## src/rtl/enc8to3_seq_pkg.sv

```systemverilog
`default_nettype none
// ============================================================================
// Module   : enc_pkg
// Purpose  : Shared sizes, FSM state type and code-to-mask helper.
// Revision : 1.0
// ============================================================================
package enc_pkg;

    localparam int N      = 8;
    localparam int CODE_W = $clog2(N);

    typedef enum logic [0:0] {
        IDLE  = 1'b0,
        OFFER = 1'b1
    } state_t;

    function automatic logic [N-1:0] onehot(input logic [CODE_W-1:0] code);
        logic [N-1:0] mask;
        mask       = '0;
        mask[code] = 1'b1;
        return mask;
    endfunction

endpackage : enc_pkg
`default_nettype wire

```

## src/rtl/enc8to3_seq_if.sv

```systemverilog
`default_nettype none
// ============================================================================
// Module   : enc8to3_seq_if
// Purpose  : Code/valid/ready handshake between the encoder and its consumer.
// Revision : 1.0
// ============================================================================
interface enc8to3_seq_if;
    import enc_pkg::*;

    logic [CODE_W-1:0] code;
    logic              valid;
    logic              ready;

    modport master (output code, output valid, input ready);
    modport slave  (input code, input valid, output ready);

endinterface : enc8to3_seq_if
`default_nettype wire

```

## src/rtl/enc8to3_seq_pri.sv

```systemverilog
`default_nettype none
// ============================================================================
// Module   : pri_enc8to3
// Purpose  : Combinational highest-set-bit encoder with an any-set flag.
// Revision : 1.0
// ============================================================================
module pri_enc8to3
    import enc_pkg::*;
(
    input  wire logic [N-1:0]      in_mask,
    output      logic [CODE_W-1:0] code,
    output      logic              any
);

    // Ascending scan so the highest set bit is the last one written.
    always_comb begin
        code = '0;
        any  = 1'b0;
        for (int i = 0; i < N; i++) begin
            if (in_mask[i]) begin
                code = CODE_W'(i);
                any  = 1'b1;
            end
        end
    end

endmodule : pri_enc8to3
`default_nettype wire

```

## src/rtl/enc8to3_seq.sv

```systemverilog
`default_nettype none
// ============================================================================
// Module   : enc8to3_seq
// Purpose  : Captures request events into a pending mask and drains them as
//            3-bit codes, highest index first, over a valid/ready handshake.
// Revision : 1.0
// ============================================================================
module enc8to3_seq
    import enc_pkg::*;
(
    input  wire logic          clk,
    input  wire logic          rst_n,
    input  wire logic          en,
    input  wire logic [N-1:0]  req,
    enc8to3_seq_if.master      bus,
    output      logic [N-1:0]  pending,
    output      logic          ovf
);

    state_t            r_state;
    logic [N-1:0]      r_pending;
    logic [CODE_W-1:0] r_code;
    logic              r_valid;
    logic              r_ovf;

    logic              w_hs;
    logic [N-1:0]      w_served;
    logic [N-1:0]      w_avail;
    logic [N-1:0]      w_events;
    logic [N-1:0]      w_pri_in;
    logic [CODE_W-1:0] w_pri_code;
    logic              w_pri_any;

    assign w_hs     = r_valid & bus.ready;
    assign w_served = w_hs ? onehot(r_code) : '0;
    assign w_avail  = r_pending & ~w_served;
    assign w_events = en ? req : '0;
    assign w_pri_in = (r_state == OFFER) ? w_avail : r_pending;

    pri_enc8to3 u_pri (
        .in_mask (w_pri_in),
        .code    (w_pri_code),
        .any     (w_pri_any)
    );

    // New events are OR-ed in after the clear, so a re-arriving served bit stays set.
    always_ff @(posedge clk or negedge rst_n) begin
        if (!rst_n) begin
            r_pending <= '0;
            r_ovf     <= 1'b0;
        end else begin
            r_pending <= w_avail | w_events;
            r_ovf     <= |(w_events & w_avail);
        end
    end

    always_ff @(posedge clk or negedge rst_n) begin
        if (!rst_n) begin
            r_state <= IDLE;
            r_code  <= '0;
            r_valid <= 1'b0;
        end else begin
            case (r_state)
                IDLE: begin
                    if (w_pri_any) begin
                        r_state <= OFFER;
                        r_code  <= w_pri_code;
                        r_valid <= 1'b1;
                    end
                end
                OFFER: begin
                    if (w_hs) begin
                        if (w_pri_any) begin
                            r_code <= w_pri_code;
                        end else begin
                            r_state <= IDLE;
                            r_valid <= 1'b0;
                        end
                    end
                end
                default: begin
                    r_state <= IDLE;
                    r_valid <= 1'b0;
                end
            endcase
        end
    end

    assign bus.code  = r_code;
    assign bus.valid = r_valid;
    assign pending   = r_pending;
    assign ovf       = r_ovf;

endmodule : enc8to3_seq
`default_nettype wire

```

## src/flat_wrapper.sv

```systemverilog
// flat-port wrapper written by rule: the top's interface ports become plain ports
module enc8to3_seq_flat import enc_pkg::*;
  (clk, rst_n, en, req, pending, ovf, bus_code, bus_valid, bus_ready);
  enc8to3_seq_if bus_i ();
  input  wire logic clk;
  input  wire logic rst_n;
  input  wire logic en;
  input  wire logic [N-1:0] req;
  output      logic [N-1:0] pending;
  output      logic ovf;
  output wire logic [$bits(bus_i.code)-1:0] bus_code;
  output wire logic [$bits(bus_i.valid)-1:0] bus_valid;
  input wire logic [$bits(bus_i.ready)-1:0] bus_ready;
  assign bus_code = bus_i.code;
  assign bus_valid = bus_i.valid;
  assign bus_i.ready = bus_ready;
  enc8to3_seq u_core (.clk(clk), .rst_n(rst_n), .en(en), .req(req), .bus(bus_i), .pending(pending), .ovf(ovf));
endmodule
```

## config.mk

```make
export PLATFORM = sky130hd
export DESIGN_NAME = enc8to3_seq_flat
export DESIGN_NICKNAME = d
export VERILOG_FILES = /design/src/rtl/enc8to3_seq_pkg.sv /design/src/rtl/enc8to3_seq_if.sv /design/src/rtl/enc8to3_seq_pri.sv /design/src/rtl/enc8to3_seq.sv /design/src/flat_wrapper.sv
export SDC_FILE = /design/constraint.sdc
export NUM_CORES = 1
export LEC_CHECK = 0
export CORE_MARGIN = 2
export CORE_UTILIZATION = 47
export CTS_CLUSTER_SIZE = 16
export DETAILED_ROUTE_END_ITERATION = 7
export PLACE_DENSITY = 0.76
export SYNTH_ARGS = -nofsm -noshare
export SYNTH_HDL_FRONTEND = slang
export SYNTH_SLANG_ARGS = --single-unit
```

## constraint.sdc

```tcl
create_clock -name clk -period 2.1 [get_ports clk]
set_input_delay 0.42 -clock clk [delete_from_list [all_inputs] [get_ports clk]]
set_output_delay 0.42 -clock clk [all_outputs]
set_load 0.02 [all_outputs]
```

==> results of run 1 <==
[cell usage after synthesis, types with 2 or more instances]
cell,instances
a21oi_1,6
a22o_1,3
and2_1,3
dfrtp_1,14
inv_1,4
mux2i_1,2
nand2_1,19
nand3_1,3
nor2_1,3
nor3b_1,2
nor4_1,2
o211ai_1,2
o21ai_0,8
o311ai_0,2
o31a_1,2
o31ai_1,5
o32a_1,2
or2_2,2
or3_1,2
[sequential cells by signal, summed over array words and instances, names as in the netlist]
register and flops:
u_core.bus.code 3, u_core.bus.valid 1, u_core.ovf 1, u_core.pending 8
u_core.r_state 1
[power breakdown]
part	switching, W	leakage (nW)	total [W]	internal [W]
Clock	0.0000966	0.0210	0.000202	0.000106
Combinational	0.000232	0.366	0.000465	0.000233
Sequential	0.000128	0.138	0.000450	0.000322
Total	0.000457	0.526	0.00112	0.000661
[worst min-delay path by stage]
stage                                                 to  slack (ns)                   startpoint  cells after the start
after floorplan           u_core.bus.code[0]$_DFFE_PN0P_        0.12                        rst_n                      0
after global placement       u_core.pending[4]$_DFF_PN0_        0.60  u_core.pending[4]$_DFF_PN0_                      2
after detailed placement    u_core.bus.valid$_DFFE_PN0P_        0.60     u_core.r_state$_DFF_PN0_                      1
after CTS                    u_core.pending[5]$_DFF_PN0_        0.56                        rst_n                      1
after global routing                u_core.ovf$_DFF_PN0_        0.59                        rst_n                      1
final                        u_core.pending[7]$_DFF_PN0_        0.53                        rst_n                      1
[layout make-up]
type	count	area (µm²)	share of cell area, %
Clock buffer	4	36.3	2.78
Inverter	5	18.8	1.44
Timing Repair Buffer	32	300	23.0
Multi-Input combinational cell	89	564	43.2
Sequential cell	14	352	26.9
Tap cell	27	33.8	2.59
[layer usage]
metal | part of all wire, % | vias to the layer above
li1 | - | 491
met1 | 45 | 487
met2 | 48 | 44
met3 | 5.2 | 7
met4 | 2.2 | 0
met5 | 0 | -
[kinds of logic (layout without fill, tap and decap cells)]
logic type	count (synthesis)	in the layout	share of synthesized area (%)
flip-flops	14	14	36.7
buffers and inverters	8	41	4.07
AO/OA/AOI/OAI	40	40	30.2
AND/OR/NAND/NOR	47	47	26.9
multiplexers	2	2	2.10
[repair_timing]
action / 4_1_cts / 5_1_grt
setup endpoints to repair: 0 / 1
hold buffers: 0 / 0
gates resized for setup: 0 / 1
[stage by stage]
step           utilization (%)  setup TNS [ns]  std cells  total power [W]
3_5_place_dp              65.3          -0.410        167         0.000912
5_1_grt                   67.2               0        171          0.00119
4_1_cts                   67.1               0        171          0.00111
6_report                  67.2               0        171          0.00112
2_1_floorplan                -               0        111         0.000703
3_3_place_gp              65.3          -0.140        167         0.000902
==> impl_metrics.ini, run 1 <==
[status]
status = completed

[setup_path]
endpoint = u_core.ovf$_DFF_PN0_
slowest_stage = clkdlybuf4s50_1
worstPathArrival_ns = 2.17
crit_type = in2reg
r2r_end = u_core.bus.code[0]$_DFFE_PN0P_
crit_buf_inv = 1
path_depth = 5
crit_fanout = 8
crit_chain = clkdlybuf4s50_1 -> nand3_1 -> o311ai_0 -> o2111ai_1 -> o31a_1
endpoint_kind = flip-flop
slowest_delay_ns = 0.60
timing.rr.start = u_core.bus.code[2]$_DFFE_PN0P_
reg2regPathDepth = 5
reg2reg_slack_ns = 0.30
crit_family = compound AO/OA/AOI/OAI gates
required_ns = 2.28
cp-startpoint = bus_ready
cp-start-kind = primary input

[timing]
finalSetupViolCount = 0
worst_slew_pin_slew_ns = 0.683
fmax_mhz = 503
fin_skew_ns = 0.00206
fin_hold_ws_ns = 0.533
fin_ws_ns = 0.112
hold_violations = 0
post-route-period-util_pct = 94.6
min_period_ns = 1.99
rsz0062_at_grt = false
relSlewSlack_pct = 54.3
timing.final.max_slew_violations = 0

[die]
dieArea_mm2 = 0.00240
die_y_um = 49.0
dieWidth_um = 49.0
start_util_pct = 49.1
placementRows = 16
core_mm2 = 0.00194
io_pins = 25

[global_route]
grt_remaining_overflow = 0
grt_start_max_net_pins = 16
grt_pass1_wl_mm = 4.60
grt_usage_pct = 24.7
grt_pass1_vias = 968
grt_use_met1_pct = 32.2
grtUsageMet2_pct = 40.0
busiest_layer = met2
grt_antenna_before_repair = 0
use_met3_pct = 4.60

[cts]
cts_buffers = 3
ctsHtreeMaxLevel = 1
cts_tree = yes
cts_sinks = 14
root_buffer = clkbuf_4
cts_setup_buffers = 0
path_clk_slew_ns = 0.09
cts_buffer_depth = 2
worstSkewPairLatency_ns = 0.29

[layout]
design_area_mm2 = 0.00131
layout.nets = 157
syn2layout_area_growth_pct = 36.9
final_cell_mix = clkdlybuf4s50_1 (24), nand2_1 (19), dfrtp_1 (13), o21ai_0 (8), buf_4 (8)
layout_commonest_cell = clkdlybuf4s50_1
antenna_cells = 0
layout-drive-gt1-share_pct = 14.6
fill_cells = 177

[logic_synthesis]
yosysTopAreaCellShare_pct = 36.7
yosys-top-cells-area = dfrtp_1 (37%), nand2_1 (7.5%), o21ai_0 (4.2%)
yosys_warnings = 0
synth_flop_cell = dfrtp_1
yosys.area.top_type = dfrtp_1
ys_types = 44
synth_fp_nets = 123
synthArstFlopShare_pct = 100
synth-seq-cells = 14
synth_edf_count = 0
synthCells = 111
synth_area_um2 = 953
syn_avg_cell_area_um2 = 8.59
ys_seq_area_share_pct = 36.7

[detailed_routing]
drtIter0Drc = 35
routedWlPerCell_um = 15.4
antenna_left = 0
routed-via-count = 1029
routed_wl_mm = 2.64
avgViaCountPerCell = 6.02
firstDrtPassIters = 4
drc = 0

[placed_design]
gp_congestion = 0.892
dp_hpwl_mm = 1.91
io_buffers = 24
placed_area_mm2 = 0.00127
dp_slack_ns = -0.127

[min_path]
hold_path_class = in2async

[pwr]
ir_drop_uv = 645
leakage_nw = 0.526
cellPowerDensity_mw_per_mm2 = 856

[flow_run]
max_cap_violations = 0
No activity file was read; power rests on OpenSTA's default activity.
==> inputs of run 2 (changes only) <==
--- a/config.mk
+++ b/config.mk
@@ -10,6 +10,7 @@
 export CTS_CLUSTER_SIZE = 16
 export DETAILED_ROUTE_END_ITERATION = 7
 export PLACE_DENSITY = 0.76
+export SLEW_MARGIN = 20
 export SYNTH_ARGS = -nofsm -noshare
 export SYNTH_HDL_FRONTEND = slang
 export SYNTH_SLANG_ARGS = --single-unit
==> results of run 2 <==
Final layout, timing and power as in run 1 (identical DEF).
